## config.mk

```make
export PLATFORM = sky130hd
export DESIGN_NAME = tt_eval_engine
export DESIGN_NICKNAME = d
export VERILOG_FILES = /design/src/rtl/tt_eval_pkg.sv /design/src/rtl/tt_lut_sel.sv /design/src/rtl/tt_eval_engine.sv
export SDC_FILE = /design/constraint.sdc
export NUM_CORES = 1
export LEC_CHECK = 0
export ABC_CLOCK_PERIOD_IN_PS = 1500
export CORE_MARGIN = 1
export CORE_UTILIZATION = 47
export DETAILED_ROUTE_END_ITERATION = 10
export PLACE_DENSITY = 0.77
export SYNTH_ARGS = -nofsm -noshare
export SYNTH_HDL_FRONTEND = slang
export SYNTH_SLANG_ARGS = --single-unit
```

## constraint.sdc

```tcl
create_clock -name clk -period 1.5 [get_ports clk]
set_input_delay 0.3 -clock clk [delete_from_list [all_inputs] [get_ports clk]]
set_output_delay 0.3 -clock clk [all_outputs]
set_load 0.01 [all_outputs]
```

## src/rtl/tt_eval_pkg.sv

```systemverilog
// Shared types and index helpers for the truth-table evaluator.
// Row r of a table lives at bit ROWS-1-r (row 0 is the MSB of the hex name).
package tt_eval_pkg;

  typedef enum logic [1:0] {
    IDLE  = 2'd0,
    SWEEP = 2'd1,
    DONE  = 2'd2
  } state_e;

  function automatic int rows_f(input int n);
    return 1 << n;
  endfunction

  function automatic int row_bit_f(input int rows, input int r);
    return rows - 1 - r;
  endfunction

endpackage

```

## src/rtl/tt_lut_sel.sv

```systemverilog
// One channel's combinational lookup: selects the table bit for a row index.
module tt_lut_sel
  import tt_eval_pkg::*;
#(
  parameter int N_IN = 3,
  parameter int ROWS = rows_f(N_IN)
) (
  input  logic [ROWS-1:0] tt_i,
  input  logic [N_IN-1:0] row_i,
  output logic            bit_o
);

  logic [N_IN-1:0] idx;

  assign idx   = N_IN'(row_bit_f(ROWS, int'(row_i)));
  assign bit_o = tt_i[idx];

endmodule

```

## src/rtl/tt_eval_engine.sv

```systemverilog
// Registered N_CH-channel truth-table evaluator with valid/ready streaming
// and a sweep mode that reassembles every stored table row by row.
module tt_eval_engine
  import tt_eval_pkg::*;
#(
  parameter int N_IN = 3,
  parameter int N_CH = 4,
  localparam int ROWS = rows_f(N_IN),
  localparam int CH_W = (N_CH > 1) ? $clog2(N_CH) : 1
) (
  input  logic                 clk,
  input  logic                 rst,
  input  logic                 cfg_we,
  input  logic [CH_W-1:0]      cfg_ch,
  input  logic [ROWS-1:0]      cfg_tt,
  input  logic                 in_valid,
  output logic                 in_ready,
  input  logic [N_IN-1:0]      in_vec,
  output logic                 out_valid,
  input  logic                 out_ready,
  output logic [N_CH-1:0]      out_bits,
  input  logic                 sweep_start,
  output logic                 sweep_busy,
  output logic                 sweep_done,
  output logic [N_CH*ROWS-1:0] sweep_tt
);

  localparam int CNT_W = $clog2(ROWS) + 1;

  state_e           state_q, state_d;
  logic [CNT_W-1:0] cnt_q, cnt_d;
  logic             out_valid_q;
  logic [N_CH-1:0]  out_bits_q;
  logic [N_CH-1:0]  lut_bits;
  logic [N_IN-1:0]  row_sel;
  logic [ROWS-1:0]  row_hit;
  logic             accept;
  logic             sweep_clr;

  assign sweep_busy = (state_q == SWEEP);
  assign sweep_done = (state_q == DONE);
  assign in_ready   = !sweep_busy && (!out_valid_q || out_ready);
  assign accept     = in_valid && in_ready;
  assign sweep_clr  = (state_q == IDLE) && sweep_start;
  assign out_valid  = out_valid_q;
  assign out_bits   = out_bits_q;

  // The sweep borrows the stream lookup instances by steering their row input.
  assign row_sel = sweep_busy ? cnt_q[N_IN-1:0] : in_vec;

  always_ff @(posedge clk) begin
    if (rst) begin
      state_q <= IDLE;
      cnt_q   <= '0;
    end else begin
      state_q <= state_d;
      cnt_q   <= cnt_d;
    end
  end

  always_comb begin
    state_d = state_q;
    cnt_d   = cnt_q;
    unique case (state_q)
      IDLE: begin
        if (sweep_start) begin
          state_d = SWEEP;
          cnt_d   = '0;
        end
      end
      SWEEP: begin
        cnt_d = cnt_q + CNT_W'(1);
        if (cnt_q == CNT_W'(ROWS - 1)) state_d = DONE;
      end
      DONE:    state_d = IDLE;
      default: state_d = IDLE;
    endcase
  end

  always_ff @(posedge clk) begin
    if (rst) begin
      out_valid_q <= 1'b0;
      out_bits_q  <= '0;
    end else if (accept) begin
      out_valid_q <= 1'b1;
      out_bits_q  <= lut_bits;
    end else if (out_ready) begin
      out_valid_q <= 1'b0;
    end
  end

  // One-hot bit position written this sweep cycle; all zero outside SWEEP.
  for (genvar gi = 0; gi < ROWS; gi++) begin : g_row_hit
    assign row_hit[gi] = sweep_busy && (cnt_q == CNT_W'(row_bit_f(ROWS, gi)));
  end

  for (genvar gi = 0; gi < N_CH; gi++) begin : g_ch
    logic [ROWS-1:0] tt_q;
    logic [ROWS-1:0] sw_q;

    always_ff @(posedge clk) begin
      if (rst) begin
        tt_q <= '0;
      end else if (cfg_we && !sweep_busy && (cfg_ch == CH_W'(gi))) begin
        tt_q <= cfg_tt;
      end
    end

    always_ff @(posedge clk) begin
      if (rst || sweep_clr) begin
        sw_q <= '0;
      end else begin
        sw_q <= (sw_q & ~row_hit) | (row_hit & {ROWS{lut_bits[gi]}});
      end
    end

    tt_lut_sel #(
      .N_IN (N_IN),
      .ROWS (ROWS)
    ) u_sel (
      .tt_i  (tt_q),
      .row_i (row_sel),
      .bit_o (lut_bits[gi])
    );

    assign sweep_tt[gi*ROWS +: ROWS] = sw_q;
  end

endmodule

```

After elaboration in Yosys (flattened, before gate mapping)
Index checks and enable logic that the tools add are counted.
Widths: inputs -> output; s select.
- output and inout bits: 40
- register bits: 75
- bits of input ports: 19
- multiplexer cells: 16
- order comparisons: 1
- bitwise logic cells: 13
- equality and inequality tests: 14
- add/subtract/negate cells: 2
- reduce and logical (&&, ||, !) cells: 27
- operators by type and width (cell ; number):
    $and 8x8->8 ; 8
    $or 8x8->8 ; 4
    $eq 4x3->1 const B ; 4
    $logic_and 1x1->1 ; 16
    $bmux 1 s3 ; 4
    $eq 4x2->1 const B ; 2
    $not 8->8 ; 1
    $pmux 4 s2 ; 1
    $eq 2x2->1 const B ; 3
    $mux 1 ; 6
    $add 4x1->4 const B ; 1
    $eq 2x1->1 const B ; 2
    $eq 4x1->1 const B ; 1
    $logic_not 2->1 ; 2
    $logic_not 4->1 ; 1
    $lt 3x4->1 const B ; 1
    $mux 2 ; 2
    $mux 4 ; 1
    $pmux 2 s2 ; 1
    $reduce_and 2->1 ; 2
    $reduce_bool 2->1 ; 2
    $mux 3 ; 1
    $sub 3x3->3 const A ; 1
    $logic_not 1->1 ; 2
    3 further kinds ; 4

Longest topological paths before layout
Gate-level depths: netlist (run 1).
- depth in word-level cells: 7
- mapped depth: 9
- mapped depth without buffers: 6

Cells and area by module
From an unflattened synthesis (run 1), not the netlist that was laid out.
- cells, all modules: 315
- area total of the unflattened synthesis: 3532.1 µm²
- modules (own cells, without submodules) (module ; area each (µm²) ; cells each ; instances):
    tt_eval_engine ; 3276.9 ; 303 ; 1
    tt_lut_sel ; 63.8 ; 3 ; 4

Least setup slack after synthesis (run 1)
Ideal clock, no wire load.
- kind: register to register
- start: register state_q[0]
- end: register out_bits_q[3] (netlist: out_bits[3])
- cell stages (with the launch flop): 10
- data arrival time: 1.566 ns
- buffers on the path: 3
- clock period less this slack: 1.686 ns
- setup slack: -0.186 ns
- cells stage by stage: dfxtp_1 > buf_6 > nand2b_4 > buf_6 > inv_2 > or3_1 > o31ai_1 > a32o_1 > buf_4 > o31ai_2
- longest elaborated chain between the ends: 5
- RTL lines (item ; RTL line ; source):
    from (decl) ; tt_eval_engine.sv:30 ; state_e state_q, state_d;
    from (signal assigned) ; tt_eval_engine.sv:56 ; state_q <= state_d;
    $eq 2x1->1 (*) ; tt_eval_engine.sv:40 ; assign sweep_busy = (state_q == SWEEP);
    via sweep_busy ; tt_eval_engine.sv:23 ; output logic sweep_busy,
    $mux 3 ; tt_eval_engine.sv:49 ; assign row_sel = sweep_busy ? cnt_q[N_IN-1:0] : in_vec;
    $sub 3x3->3 ; tt_eval_pkg.sv:16 ; return rows - 1 - r;
    $bmux 1 s3 ; tt_lut_sel.sv:16 ; assign bit_o = tt_i[idx];
    $mux 1 (implied by the code) ; tt_lut_sel.sv:16 ;
    to (signal assigned) ; tt_eval_engine.sv:86 ; out_bits_q <= lut_bits;
    to (decl) ; tt_eval_engine.sv:33 ; logic [N_CH-1:0] out_bits_q;
Mark *: on every way through the listed nets, which the timed path passes. The rest lies on a longest branch. The select of a mux whose other input is x is not followed.
A chain may end at the register's enable or synchronous reset.

==> results.rst, run 1 <==
.. list-table::
   :header-rows: 1

   * - Metric
     - Value
   * - Post-synthesis cell count
     - 342
   * - Maximum clock insertion buffer count
     - 2
   * - Category of the critical setup timing path
     - reg2reg
   * - First-pass GRT wire length
     - around 15,000 um
   * - Fraction of synthesized cell area taken by the top area cell type
     - ~44%
   * - Number of nets with antenna violations after routing
     - 0
   * - Port-buffer cells
     - between 50 and 60
   * - Area Growth Syn to Fin
     - 43.62%
   * - Starting utilization of the core area
     - 49.36%
   * - Worst path setup slack after routing
     - -0.2955 ns
   * - Max Fanout on Critical Path
     - 16
   * - Proportion of layout cells with a drive suffix above 1
     - approximately a third
   * - DRC violation count after routing
     - 0
   * - CTS Buf Count
     - 9
   * - Antenna Cells
     - 0
   * - Worst Setup End Kind
     - register
   * - Setup_tns
     - -11.05 ns
   * - Startpoint types
     - register
   * - Share of synthesized area occupied by flip-flops and latches
     - roughly 44%
   * - Static Leakage
     - 0.002190 uW
   * - Synth top cells by count
     - sky130_fd_sc_hd__dfxtp_1, sky130_fd_sc_hd__nand2_1, sky130_fd_sc_hd__nor2_1, sky130_fd_sc_hd__o31ai_2, sky130_fd_sc_hd__mux2i_1
   * - Average footprint of a synthesized cell
     - approximately 9.9 um^2
   * - Share of the clock period used by the worst path after layout
     - 119.7%
   * - Number of enable flip-flop cells after synthesis
     - 0
   * - Final Hold Violating Endpoints
     - 0
   * - Leftover overflow at the end of global routing
     - 0
   * - Most instantiated flip-flop cell in the synthesis netlist
     - sky130_fd_sc_hd__dfxtp_1
   * - 1st-pass router iterations
     - 4
   * - Worst-Margin Slew
     - roughly 0.38 ns
   * - Cell Pwr Density
     - between 900 and 1000 nW/um^2
   * - Mapped Area
     - roughly 3400 um^2
   * - Chip width
     - just under 90 um
   * - Ratio of routed vias to standard cells
     - between 5 and 6
   * - Yosys warnings
     - 0
   * - Depth of the worst register-to-register path
     - 7
   * - Core area
     - between 6000 and 7000 um^2
   * - TritonCTS clock tree
     - built
   * - Die area
     - 7558 um^2
   * - GRT Total Usage
     - a little over a quarter
   * - Root cell of the clock tree
     - sky130_fd_sc_hd__clkbuf_8
   * - Antenna violations before repair
     - 0
   * - Layout net count
     - between 400 and 500
   * - Clock Sinks
     - 75
   * - I/O pin count
     - 59
   * - CTS H-tree depth
     - 3
   * - Clk Latency, worst-skew pair
     - 0.37 ns
   * - Critical path data arrival time
     - 2.08 ns
   * - Number of global-route vias before repair
     - between 3,000 and 4,000
   * - Max Freq
     - ~0.56 GHz
   * - Main area contributors after synthesis
     - sky130_fd_sc_hd__dfxtp_1, sky130_fd_sc_hd__o31ai_2, sky130_fd_sc_hd__mux2i_1
   * - Cell area after layout
     - between 4000 and 5000 um^2
   * - Netlist cell types
     - 41
   * - Detail-routed net length per standard cell
     - 17.15 um
   * - Critical register-to-register path startpoint
     - state_q[1]
   * - Proportion of register bits with asynchronous set or reset after synthesis
     - 0%
   * - Max-cap check violation count
     - 0
   * - Reg2Reg Setup Slack
     - -0.30 ns
   * - Final weighted congestion in routability-driven placement
     - about 0.85
   * - Cell count of the worst hold path
     - 2
   * - Register Area
     - 1505 um^2
   * - Clock skew after layout
     - about 0.015 ns
   * - Most frequent cell after synthesis
     - sky130_fd_sc_hd__dfxtp_1
   * - Required time of the worst setup path
     - between 1.5 and 2 ns
   * - #FFs+latches synth
     - 75
   * - Slew Viols, Final
     - 0
   * - Worst IR drop on VDD
     - about 0.7 mV
   * - Setup violators final
     - between 70 and 80
   * - DP Wirelength
     - between 6000 and 7000 um
   * - Combined area of the multi-input logic cells
     - roughly 1900 um^2
   * - Filler Cell Count
     - around 520
   * - Initial drt markers
     - 130
   * - Placed cell areas
     - approximately 4500 um^2
   * - Violated checks
     - negative setup slack
   * - Number of core rows
     - 30
   * - Height of the die
     - a little under 90 um
   * - Pin count of the biggest net entering global routing
     - 38
   * - Max-slew headroom at the worst pin
     - 74.84%
   * - Clock slew at the register clock pins of the worst setup and hold paths
     - ~0.10 ns
   * - Synthesized net count
     - 365
   * - Largest area contributor in the synthesized netlist
     - sky130_fd_sc_hd__dfxtp_1
   * - Status
     - finished, violations left
   * - RSZ-0062 raised after global routing
     - yes
   * - Final critical-path required period
     - 1.795 ns
   * - Via count
     - 3,003
   * - Worst Hold Class
     - reg2reg
   * - Aggregate routed wire length
     - between 9000 and 10,000 um
   * - CTS Hold Bufs
     - 0
-- per-stage QoR --
stage                     hold WS [ns]  setup slack, ns  total power, uW  std cells  util (%)
after floorplan                 0.4439          -0.1433             2508        342         -
after global placement          0.4444          -0.4730             2839        524     65.23
after detailed placement        0.4496          -0.4814             2854        524     65.23
after CTS                       0.4691          -0.2826             4377        547     69.36
after global routing            0.4896          -0.3479             4564        548     70.89
final                           0.4666          -0.2955             4397        548     70.89
-- power breakdown --
| group | internal (uW) | switching (uW) |
|---|---|---|
| clock | 643 | 875 |
| combinational | 385 | 424 |
| sequential | 2040 | 32.3 |
-- final cells by class --
type,instances,area share [%]
well taps,96,2.467
inverters,5,0.5396
repair buffers,114,23.23
clock buffers,9,2.544
flip-flops and latches,75,30.91
multi-input cells,242,38.98
clock inverters,7,1.336
-- timing repair --
| item | 4_1_cts | 5_1_grt |
|---|---|---|
| cloned | 1 | 0 |
| pin swaps | 1 | 5 |
| gates resized for setup | 74 | 19 |
| endpoints found under the setup margin | 78 | 63 |
| buffers inserted | 7 | 2 |
-- critical path, cell delays in order (launching register included) --
cell and delay, ns:
sky130_fd_sc_hd__dfxtp_2 0.36, sky130_fd_sc_hd__nand2b_4 0.18, sky130_fd_sc_hd__mux2i_4 0.26, sky130_fd_sc_hd__buf_12 0.16
sky130_fd_sc_hd__nand2_1 0.07, sky130_fd_sc_hd__a32o_2 0.29, sky130_fd_sc_hd__buf_12 0.15, sky130_fd_sc_hd__o31ai_2 0.24
-- placed cells by master, fill, tap and decap left out, types with 2 or more instances in the layout --
master,count
sky130_fd_sc_hd__dfxtp_1,72
sky130_fd_sc_hd__nand2_1,61
sky130_fd_sc_hd__nor2_1,38
sky130_fd_sc_hd__dlygate4sd2_1,37
sky130_fd_sc_hd__buf_4,37
sky130_fd_sc_hd__mux2i_1,30
sky130_fd_sc_hd__o31ai_2,28
sky130_fd_sc_hd__clkdlybuf4s50_1,18
sky130_fd_sc_hd__a21oi_1,15
sky130_fd_sc_hd__buf_12,13
sky130_fd_sc_hd__o31ai_4,9
sky130_fd_sc_hd__clkbuf_8,9
sky130_fd_sc_hd__a32o_2,7
sky130_fd_sc_hd__buf_6,7
sky130_fd_sc_hd__nand2_2,5
sky130_fd_sc_hd__inv_1,4
sky130_fd_sc_hd__nand3b_1,4
sky130_fd_sc_hd__ha_1,4
sky130_fd_sc_hd__inv_8,3
sky130_fd_sc_hd__nor3_1,3
sky130_fd_sc_hd__a22oi_1,3
sky130_fd_sc_hd__inv_6,3
sky130_fd_sc_hd__dfxtp_2,3
sky130_fd_sc_hd__mux2_4,2
sky130_fd_sc_hd__nand3_1,2
sky130_fd_sc_hd__a21oi_2,2
sky130_fd_sc_hd__a21o_1,2
sky130_fd_sc_hd__nand4b_1,2
sky130_fd_sc_hd__mux2i_2,2
sky130_fd_sc_hd__buf_2,2
-- per-layer routing --
layer / part of all wire (%) / global-route usage [%] / wire length (um) / vias to the layer above
met1: 41 / 30.84 / 3822 / 1467
met3: 4.6 / 4.265 / 432 / 21
li1: - / - / - / 1427
met4: 2.1 / 12.88 / 199 / 0
met2: 53 / 47.10 / 4941 / 88
met5: 0 / 0 / 0 / -
-- logic make-up after synthesis --
kind of cell,after synthesis,share of synthesized area (%)
compound gates,72,20.52
simple gates,130,17.42
buf+inv,26,5.424
flops,75,44.28
mux,35,10.89
fa+ha+maj,4,1.476
-- worst max-delay path by stage --
stage,startpoint,endpoint,slack [ns],depth (start not counted)
6_report,state_q[1],register,-0.30,7
5_1_grt,state_q[1],out_bits[3],-0.35,7
4_1_cts,state_q[1],register,-0.28,7
3_5_place_dp,in_vec[2],register,-0.48,8
3_3_place_gp,in_vec[2],register,-0.47,8
2_1_floorplan,state_q[0],register,-0.14,8
Note: power is estimated with default switching activity, not from simulation.
==> run 2, diff against run 1 <==
--- a/config.mk
+++ b/config.mk
@@ -6,10 +6,12 @@
 export NUM_CORES = 1
 export LEC_CHECK = 0
 export ABC_CLOCK_PERIOD_IN_PS = 1500
-export CORE_MARGIN = 1
-export CORE_UTILIZATION = 47
+export CAP_MARGIN = 20
+export CORE_MARGIN = 2
+export CORE_UTILIZATION = 48
 export DETAILED_ROUTE_END_ITERATION = 10
-export PLACE_DENSITY = 0.77
+export PLACE_DENSITY = 0.78
 export SYNTH_ARGS = -nofsm -noshare
 export SYNTH_HDL_FRONTEND = slang
+export SYNTH_HIERARCHICAL = 1
 export SYNTH_SLANG_ARGS = --single-unit
==> run 2 against run 1 <==
  * The flow still finishes with violations (negative setup slack)
  * Critical path depth increased by 1
  * Final cell count decreased by 8.9%
  * Synthesized cell count decreased by 7.9%
  * Worst setup slack got worse by 0.25 ns
  * Routed wire length decreased by 17%
  * Highest routed layer unchanged
==> results.rst, run 2 <==
.. list-table::
   :header-rows: 1

   * - Metric
     - Value
   * - TritonCTS clock tree
     - built
   * - Grt met2 use
     - ~34%
   * - Number of core rows
     - 31
   * - Overall power
     - ~3900 uW
   * - Worst IR drop on VDD
     - about 0.6 mV
   * - Maximum clock insertion buffer count
     - 2
   * - Static Leakage
     - 0.002224 uW
   * - Height of the die
     - 89.78 um
   * - Clock slew at the register clock pins of the worst setup and hold paths
     - around 0.08 ns
   * - Most frequent cell after synthesis
     - sky130_fd_sc_hd__dfxtp_1
   * - CTS H-tree depth
     - 3
   * - Area Growth Syn to Fin
     - 30.00%
   * - First-pass GRT wire length
     - 12,980 um
   * - Worst-Margin Slew
     - 0.3554 ns
   * - Detail-routed net length per standard cell
     - roughly 16 um
   * - Setup_tns
     - -19.64 ns
   * - GRT Total Usage
     - 19.81%
   * - Final weighted congestion in routability-driven placement
     - 0.7717
   * - Reg2Reg Setup Slack
     - -0.55 ns
   * - Setup violators final
     - 46
   * - DRC violation count after routing
     - 0
   * - Share of the clock period used by the worst path after layout
     - 136.4%
   * - Ratio of routed vias to standard cells
     - 5.202
   * - Status
     - finished, violations left
   * - Clk Latency, worst-skew pair
     - about 0.34 ns
   * - Final Hold Violating Endpoints
     - 0
   * - Chip width
     - between 80 and 90 um
   * - I/O pin count
     - between 50 and 60
   * - Placed cell areas
     - roughly 4400 um^2
   * - Antenna violations before repair
     - 0
   * - Clock Sinks
     - 75
   * - Mapped Area
     - 3532 um^2
   * - Max Freq
     - about 0.49 GHz
   * - Leftover overflow at the end of global routing
     - 0
   * - Number of nets with antenna violations after routing
     - 0
   * - Category of the critical setup timing path
     - reg2reg
   * - Clock skew after layout
     - slightly above 0.008 ns
   * - Root cell of the clock tree
     - sky130_fd_sc_hd__clkbuf_8
   * - Via count
     - 2,596
   * - Number of global-route vias before repair
     - roughly 2,700
   * - Proportion of register bits with asynchronous set or reset after synthesis
     - 0%
   * - Die area
     - 8060 um^2
   * - Antenna Cells
     - 0
   * - Synthesized net count
     - between 300 and 400
   * - Number of enable flip-flop cells after synthesis
     - 0
   * - Port-buffer cells
     - 58
   * - Share of synthesized area occupied by flip-flops and latches
     - between 40% and 50%
   * - Netlist cell types
     - 36
   * - Average footprint of a synthesized cell
     - 11.21 um^2
   * - Number of cells in the design after placement
     - approximately 480
   * - DP Wirelength
     - approximately 5600 um
   * - #FFs+latches synth
     - between 70 and 80
   * - Fraction of synthesized cell area taken by the top area cell type
     - 42.51%
   * - Slew Viols, Final
     - 0
   * - Largest area contributor in the synthesized netlist
     - sky130_fd_sc_hd__dfxtp_1
   * - Worst Hold Class
     - in2reg
   * - 1st-pass router iterations
     - 4
   * - Final critical-path required period
     - 2.046 ns
   * - Starting utilization of the core area
     - between 40% and 50%
   * - Cell Pwr Density
     - 847.1 nW/um^2
   * - Pin count of the biggest net entering global routing
     - 26
   * - Initial drt markers
     - 79
   * - CTS Buf Count
     - 9
   * - Cell area after layout
     - approximately 4600 um^2
   * - Core area
     - ~7200 um^2
   * - Startpoint types
     - register
   * - Commonest cells after routing, fill and taps aside
     - sky130_fd_sc_hd__dfxtp_1, sky130_fd_sc_hd__mux2i_1, sky130_fd_sc_hd__nand2b_1, sky130_fd_sc_hd__dlygate4sd2_1, sky130_fd_sc_hd__nand3b_1
   * - Max-cap check violation count
     - 0
   * - Filler Cell Count
     - 583
   * - CTS Hold Bufs
     - 0
   * - Worst Setup End Kind
     - register
   * - Most frequent standard cell in the layout excluding fill and tap cells
     - sky130_fd_sc_hd__dfxtp_1
   * - Critical path data arrival time
     - 2.27 ns
   * - Fin cells
     - ~500
   * - Layout net count
     - between 400 and 500
   * - Most instantiated flip-flop cell in the synthesis netlist
     - sky130_fd_sc_hd__dfxtp_1
   * - Aggregate routed wire length
     - slightly below 8000 um
   * - Proportion of layout cells with a drive suffix above 1
     - just over 20%
   * - Met1 track demand over resource in global routing
     - 24.81%
   * - Worst path setup slack after routing
     - -0.5458 ns
   * - GR Layer Usage met3
     - approximately 3.8%
   * - Max-slew headroom at the worst pin
     - 76.31%
   * - Post-synthesis cell count
     - roughly 320
   * - Required time of the worst setup path
     - about 1.7 ns
   * - Share of the core filled with cells
     - a little under two thirds
   * - Max Fanout on Critical Path
     - 8
   * - Yosys warnings
     - 6
   * - Global route hottest layer
     - met2
   * - Main area contributors after synthesis
     - sky130_fd_sc_hd__dfxtp_1, sky130_fd_sc_hd__mux2i_1, sky130_fd_sc_hd__nand2b_1
   * - RSZ-0062 raised after global routing
     - yes
   * - Violated checks
     - negative setup slack
   * - Synth top cells by count
     - sky130_fd_sc_hd__dfxtp_1, sky130_fd_sc_hd__mux2i_1, sky130_fd_sc_hd__nand2b_1, sky130_fd_sc_hd__nand3b_1, sky130_fd_sc_hd__nand2_1
run 2: cell types whose count changed after synthesis, sizes merged, moves of 5 or more:
cell | previous run | this run
nand2b | 2 | 54
nor2 | 38 | 5
a21oi | 17 | 1
nand2 | 67 | 14
nand3b | 4 | 34
o31ai | 38 | 0
mux4 | 0 | 8
a32o | 8 | 0
clkbuf | 5 | 10
mux2i | 33 | 68
run 2: cells by family after synthesis:
group | Yosys count | synth area share [%]
flops | 75 | 42.51
simple gates | 123 | 23.59
buf+inv | 25 | 4.605
compound gates | 8 | 1.382
fa+ha+maj | 4 | 1.417
mux | 80 | 26.50
run 2: stage by stage:
step | setup slack, ns | hold slack [ns]
3_3_place_gp | -1.028 | 0.4563
4_1_cts | -0.6113 | 0.3527
2_1_floorplan | -0.6914 | 0.4439
5_1_grt | -0.6099 | 0.4178
3_5_place_dp | -1.067 | 0.4644
6_report | -0.5458 | 0.3675
run 2: per-layer routing:
metal / vias up / part of all wire, % / routed length [um]
li1: 1258 / - / -
met1: 1271 / 46 / 3613
met2: 61 / 49 / 3841
met3: 6 / 3.4 / 269
met4: 0 / 1.2 / 93
met5: - / 0 / 0
run 2: timing repair:
action / 4_1_cts / 5_1_grt
endpoints found under the setup margin: 84 / 47
setup buffers: 4 / 2
resized for setup: 60 / 14
pin swaps: 1 / 1
run 2: worst paths after layout:
path,start,to,depth (start not counted)
max,state_q[1],register,8
min,rst,out_valid,2
max reg2reg,state_q[1],register,8
min reg2reg,g_ch[3].tt_q[3],g_ch[3].tt_q[3],2
run 2: area by class of cell:
class | count | area, um^2 | area share, %
Clock buffer | 10 | 127.6 | 2.779
Clock inverter | 6 | 41.29 | 0.8992
Inverter | 3 | 13.76 | 0.2997
Multi-Input combinational cell | 215 | 1937 | 42.18
Sequential cell | 75 | 1504 | 32.75
Tap cell | 99 | 123.9 | 2.698
Timing Repair Buffer | 91 | 844.6 | 18.39
run 2: worst max-delay path: stages, from the launching register on:
cell and delay, ns:
sky130_fd_sc_hd__dfxtp_2 0.32, sky130_fd_sc_hd__nand2b_4 0.17, sky130_fd_sc_hd__o21ai_4 0.15, sky130_fd_sc_hd__buf_12 0.15, sky130_fd_sc_hd__mux4_2 0.50, sky130_fd_sc_hd__mux2_4 0.29, sky130_fd_sc_hd__nand2b_4 0.07, sky130_fd_sc_hd__nand2b_4 0.16
sky130_fd_sc_hd__mux2i_1 0.09
run 2: report_power, final:
part	leakage (uW)	internal (uW)	total, uW	switching [uW]
Sequential	0.000607	2020	2050	20.4
Combinational	0.00154	264	487	223
Clock	0.0000787	600	1360	757
==> run 3, diff against run 2 <==
--- a/config.mk
+++ b/config.mk
@@ -5,6 +5,7 @@
 export SDC_FILE = /design/constraint.sdc
 export NUM_CORES = 1
 export LEC_CHECK = 0
+export ABC_AREA = 1
 export ABC_CLOCK_PERIOD_IN_PS = 1500
 export CAP_MARGIN = 20
 export CORE_MARGIN = 2
==> run 3 against run 2 <==
  * The run still ends with negative setup slack left
  * Via count grew 42%
  * Hold slack gained 0.12 ns
  * Sequential power grew 2%
  * Critical path depth grew 6
  * Sequential cell count is the same
  * Synthesized cell count grew 85%
  * Total power grew 17%
  * Critical path type unchanged
==> results.rst, run 3 <==
.. list-table::
   :header-rows: 1

   * - Metric
     - Value
   * - Fraction of synthesized cell area taken by the top area cell type
     - between 40% and 50%
   * - Critical path data arrival time
     - ~2.1 ns
   * - Clock skew after layout
     - 0.01449 ns
   * - Maximum clock insertion buffer count
     - 2
   * - Antenna violations before repair
     - 0
   * - Slew Viols, Final
     - 0
   * - Yosys warnings
     - 6
   * - Leftover overflow at the end of global routing
     - 0
   * - Height of the die
     - 91.95 um
   * - Root cell of the clock tree
     - sky130_fd_sc_hd__clkbuf_8
   * - Detail-routed net length per standard cell
     - 11.65 um
   * - End point of the critical path
     - out_bits[0]
   * - Fin cells
     - a little under 800
   * - Final Hold Violating Endpoints
     - 0
   * - Core area
     - 7607 um^2
   * - #FFs+latches synth
     - between 70 and 80
   * - Die area
     - 8454 um^2
   * - Proportion of register bits with asynchronous set or reset after synthesis
     - 0%
   * - Number of cells in the design after placement
     - roughly 750
   * - Number of enable flip-flop cells after synthesis
     - 0
   * - Final hold slack
     - slightly below 0.5 ns
   * - Number of nets with antenna violations after routing
     - 0
   * - Most instantiated flip-flop cell in the synthesis netlist
     - sky130_fd_sc_hd__dfxtp_1
   * - Clock slew at the register clock pins of the worst setup and hold paths
     - 0.10 ns
   * - Chip width
     - 91.95 um
   * - Max-cap check violation count
     - 0
   * - Startpoint types
     - register
   * - Clock Sinks
     - between 70 and 80
   * - Status
     - finished, violations left
   * - Reg2Reg Setup Slack
     - -0.32 ns
   * - RSZ-0062 raised after global routing
     - yes
   * - Setup violators final
     - 38
   * - Filler Cell Count
     - between 700 and 800
   * - Cell Pwr Density
     - roughly 920 nW/um^2
   * - Share of the clock period used by the worst path after layout
     - 121.5%
   * - Final critical-path required period
     - between 1.5 and 2 ns
   * - Commonest cells after routing, fill and taps aside
     - sky130_fd_sc_hd__nand2_1, sky130_fd_sc_hd__nor2_1, sky130_fd_sc_hd__inv_1, sky130_fd_sc_hd__dfxtp_1, sky130_fd_sc_hd__dlygate4sd2_1
   * - Antenna Cells
     - 0
   * - Initial drt markers
     - between 150 and 200
   * - Required time of the worst setup path
     - about 1.8 ns
   * - CTS Hold Bufs
     - 0
   * - First-pass GRT wire length
     - between 10,000 and 15,000 um
   * - DRC violation count after routing
     - 0
   * - Violated checks
     - negative setup slack
   * - GRT Total Usage
     - about a fifth
   * - Number of core rows
     - 32
   * - Reg2Reg Capture Point
     - out_bits[0]
   * - Worst-Margin Slew
     - slightly below 0.5 ns
   * - Crit. Startpoint
     - state_q[1]
   * - Max-slew headroom at the worst pin
     - between 60% and 70%
   * - DP Wirelength
     - roughly 6300 um
   * - Max Fanout on Critical Path
     - 5
   * - Most frequent cell after synthesis
     - sky130_fd_sc_hd__nand2_1
   * - Aggregate routed wire length
     - 9051 um
   * - Worst path setup slack after routing
     - -0.3230 ns
   * - Worst IR drop on VDD
     - 0.5345 mV
   * - Mapped Area
     - between 3000 and 4000 um^2
   * - 1st-pass router iterations
     - 4
   * - I/O pin count
     - roughly 60
   * - Share of the core filled with cells
     - 64.88%
   * - Final weighted congestion in routability-driven placement
     - ~0.8
   * - Starting utilization of the core area
     - between 40% and 50%
   * - Ratio of routed vias to standard cells
     - 4.741
   * - Static Leakage
     - around 0.0024 uW
   * - CTS Buf Count
     - 9
   * - Via count
     - between 3,000 and 4,000
   * - Post-synthesis cell count
     - 583
   * - Synth top cells by count
     - sky130_fd_sc_hd__nand2_1, sky130_fd_sc_hd__nor2_1, sky130_fd_sc_hd__inv_1, sky130_fd_sc_hd__dfxtp_1, sky130_fd_sc_hd__nand3_1
   * - Critical register-to-register path startpoint
     - state_q[1]
   * - Pin count of the biggest net entering global routing
     - 37
   * - Area Growth Syn to Fin
     - 32.96%
   * - Proportion of layout cells with a drive suffix above 1
     - between 10% and 20%
   * - Share of synthesized area occupied by flip-flops and latches
     - around two fifths
   * - Max Freq
     - 0.5486 GHz
   * - Main area contributors after synthesis
     - sky130_fd_sc_hd__dfxtp_1, sky130_fd_sc_hd__nand2_1, sky130_fd_sc_hd__nor2_1
   * - Port-buffer cells
     - 58
   * - Number of global-route vias before repair
     - 3,209
   * - Largest area contributor in the synthesized netlist
     - sky130_fd_sc_hd__dfxtp_1
   * - Clk Latency, worst-skew pair
     - 0.36 ns
   * - Depth of the worst register-to-register path
     - 14
   * - Category of the critical setup timing path
     - reg2reg
   * - Most frequent standard cell in the layout excluding fill and tap cells
     - sky130_fd_sc_hd__nand2_1
   * - Average footprint of a synthesized cell
     - ~6.4 um^2
   * - TritonCTS clock tree
     - built
   * - Worst Hold Class
     - reg2reg
   * - Worst Setup End Kind
     - register
   * - CTS H-tree depth
     - 3
   * - Layout net count
     - roughly 700
   * - Synthesized net count
     - a little over 600
   * - Netlist cell types
     - 26
run 3: cells by family (layout without fill, tap and decap cells):
logic type | count (synthesis) | after routing | synth area share [%]
flip-flops | 75 | 75 | 40.44
buffers and inverters | 105 | 193 | 11.80
AO/OA/AOI/OAI | 11 | 14 | 1.652
adder cells (fa/ha/maj) | 4 | 4 | 1.348
AND/OR/NAND/NOR | 388 | 389 | 44.76
run 3: area by class of cell:
class	count	area, um^2	share of cell area, %
multi-input combinational	407	1933	39.16
timing repair buffer	86	802.0	16.25
inverter	91	375.4	7.605
clock buffer	9	123.9	2.510
sequential	75	1504	30.47
clock inverter	7	70.07	1.420
tap	102	127.6	2.586
run 3: worst min path at each step:
| stage | slack, ns | endpoint | depth (start not counted) | from |
|---|---|---|---|---|
| 2_1_floorplan | 0.37 | cnt_q[0] | 1 | rst |
| 4_1_cts | 0.49 | g_ch[1].tt_q[4] | 2 | g_ch[1].tt_q[4] |
| 3_5_place_dp | 0.47 | g_ch[1].tt_q[4] | 2 | g_ch[1].tt_q[4] |
| 5_1_grt | 0.51 | register | 2 | register |
| 3_3_place_gp | 0.46 | register | 2 | register |
| 6_report | 0.48 | register | 2 | register |
run 3: what timing repair did:
item	in CTS	in global routing
setup endpoints to repair	76	47
endpoints found under the hold margin	0	0
setup buffers	1	6
resized for setup	57	28
gates cloned	0	4
pin swaps	1	13
run 3: critical path, cell delays in order, from the launching register on:
cell and delay, ns:
sky130_fd_sc_hd__dfxtp_2 0.36, sky130_fd_sc_hd__inv_4 0.05, sky130_fd_sc_hd__nand2_8 0.06, sky130_fd_sc_hd__clkinvlp_4 0.18, sky130_fd_sc_hd__nand2_4 0.15, sky130_fd_sc_hd__buf_4 0.12, sky130_fd_sc_hd__o21a_4 0.15, sky130_fd_sc_hd__nand2_1 0.07
sky130_fd_sc_hd__nand3_1 0.09, sky130_fd_sc_hd__nand2_1 0.05, sky130_fd_sc_hd__nand2_1 0.06, sky130_fd_sc_hd__nand2_2 0.08, sky130_fd_sc_hd__buf_4 0.15, sky130_fd_sc_hd__nor2_4 0.09, sky130_fd_sc_hd__nor2_1 0.05
run 3: stage by stage:
stage / power, uW / area (um^2) / TNS, ns / worst slack [ns]
global route: 4750 / 4936 / -13.67 / -0.4249
CTS: 4418 / 4742 / -7.672 / -0.2404
global placement: 2922 / 4582 / -15.88 / -0.3698
finish: 4532 / 4936 / -9.347 / -0.3230
detailed placement: 2944 / 4582 / -17.12 / -0.3890
floorplan: 2663 / 3751 / -5.779 / -0.1781
run 3: routing by layer:
| layer | track usage (%) | routed length (um) | vias to the layer above |
|---|---|---|---|
| li1 | - | - | 1919 |
| met2 | 34.80 | 4155 | 100 |
| met1 | 27.16 | 4191 | 1649 |
| met5 | 0 | 0 | - |
| met4 | 9.328 | 231 | 0 |
| met3 | 3.040 | 473 | 16 |
run 3: report_power, final:
| group | switching [uW] | internal, uW | leakage (uW) | total [uW] |
|---|---|---|---|---|
| clock network | 868 | 643 | 0.0000951 | 1510 |
| logic | 562 | 361 | 0.00171 | 922 |
| registers | 38.1 | 2060 | 0.000610 | 2100 |
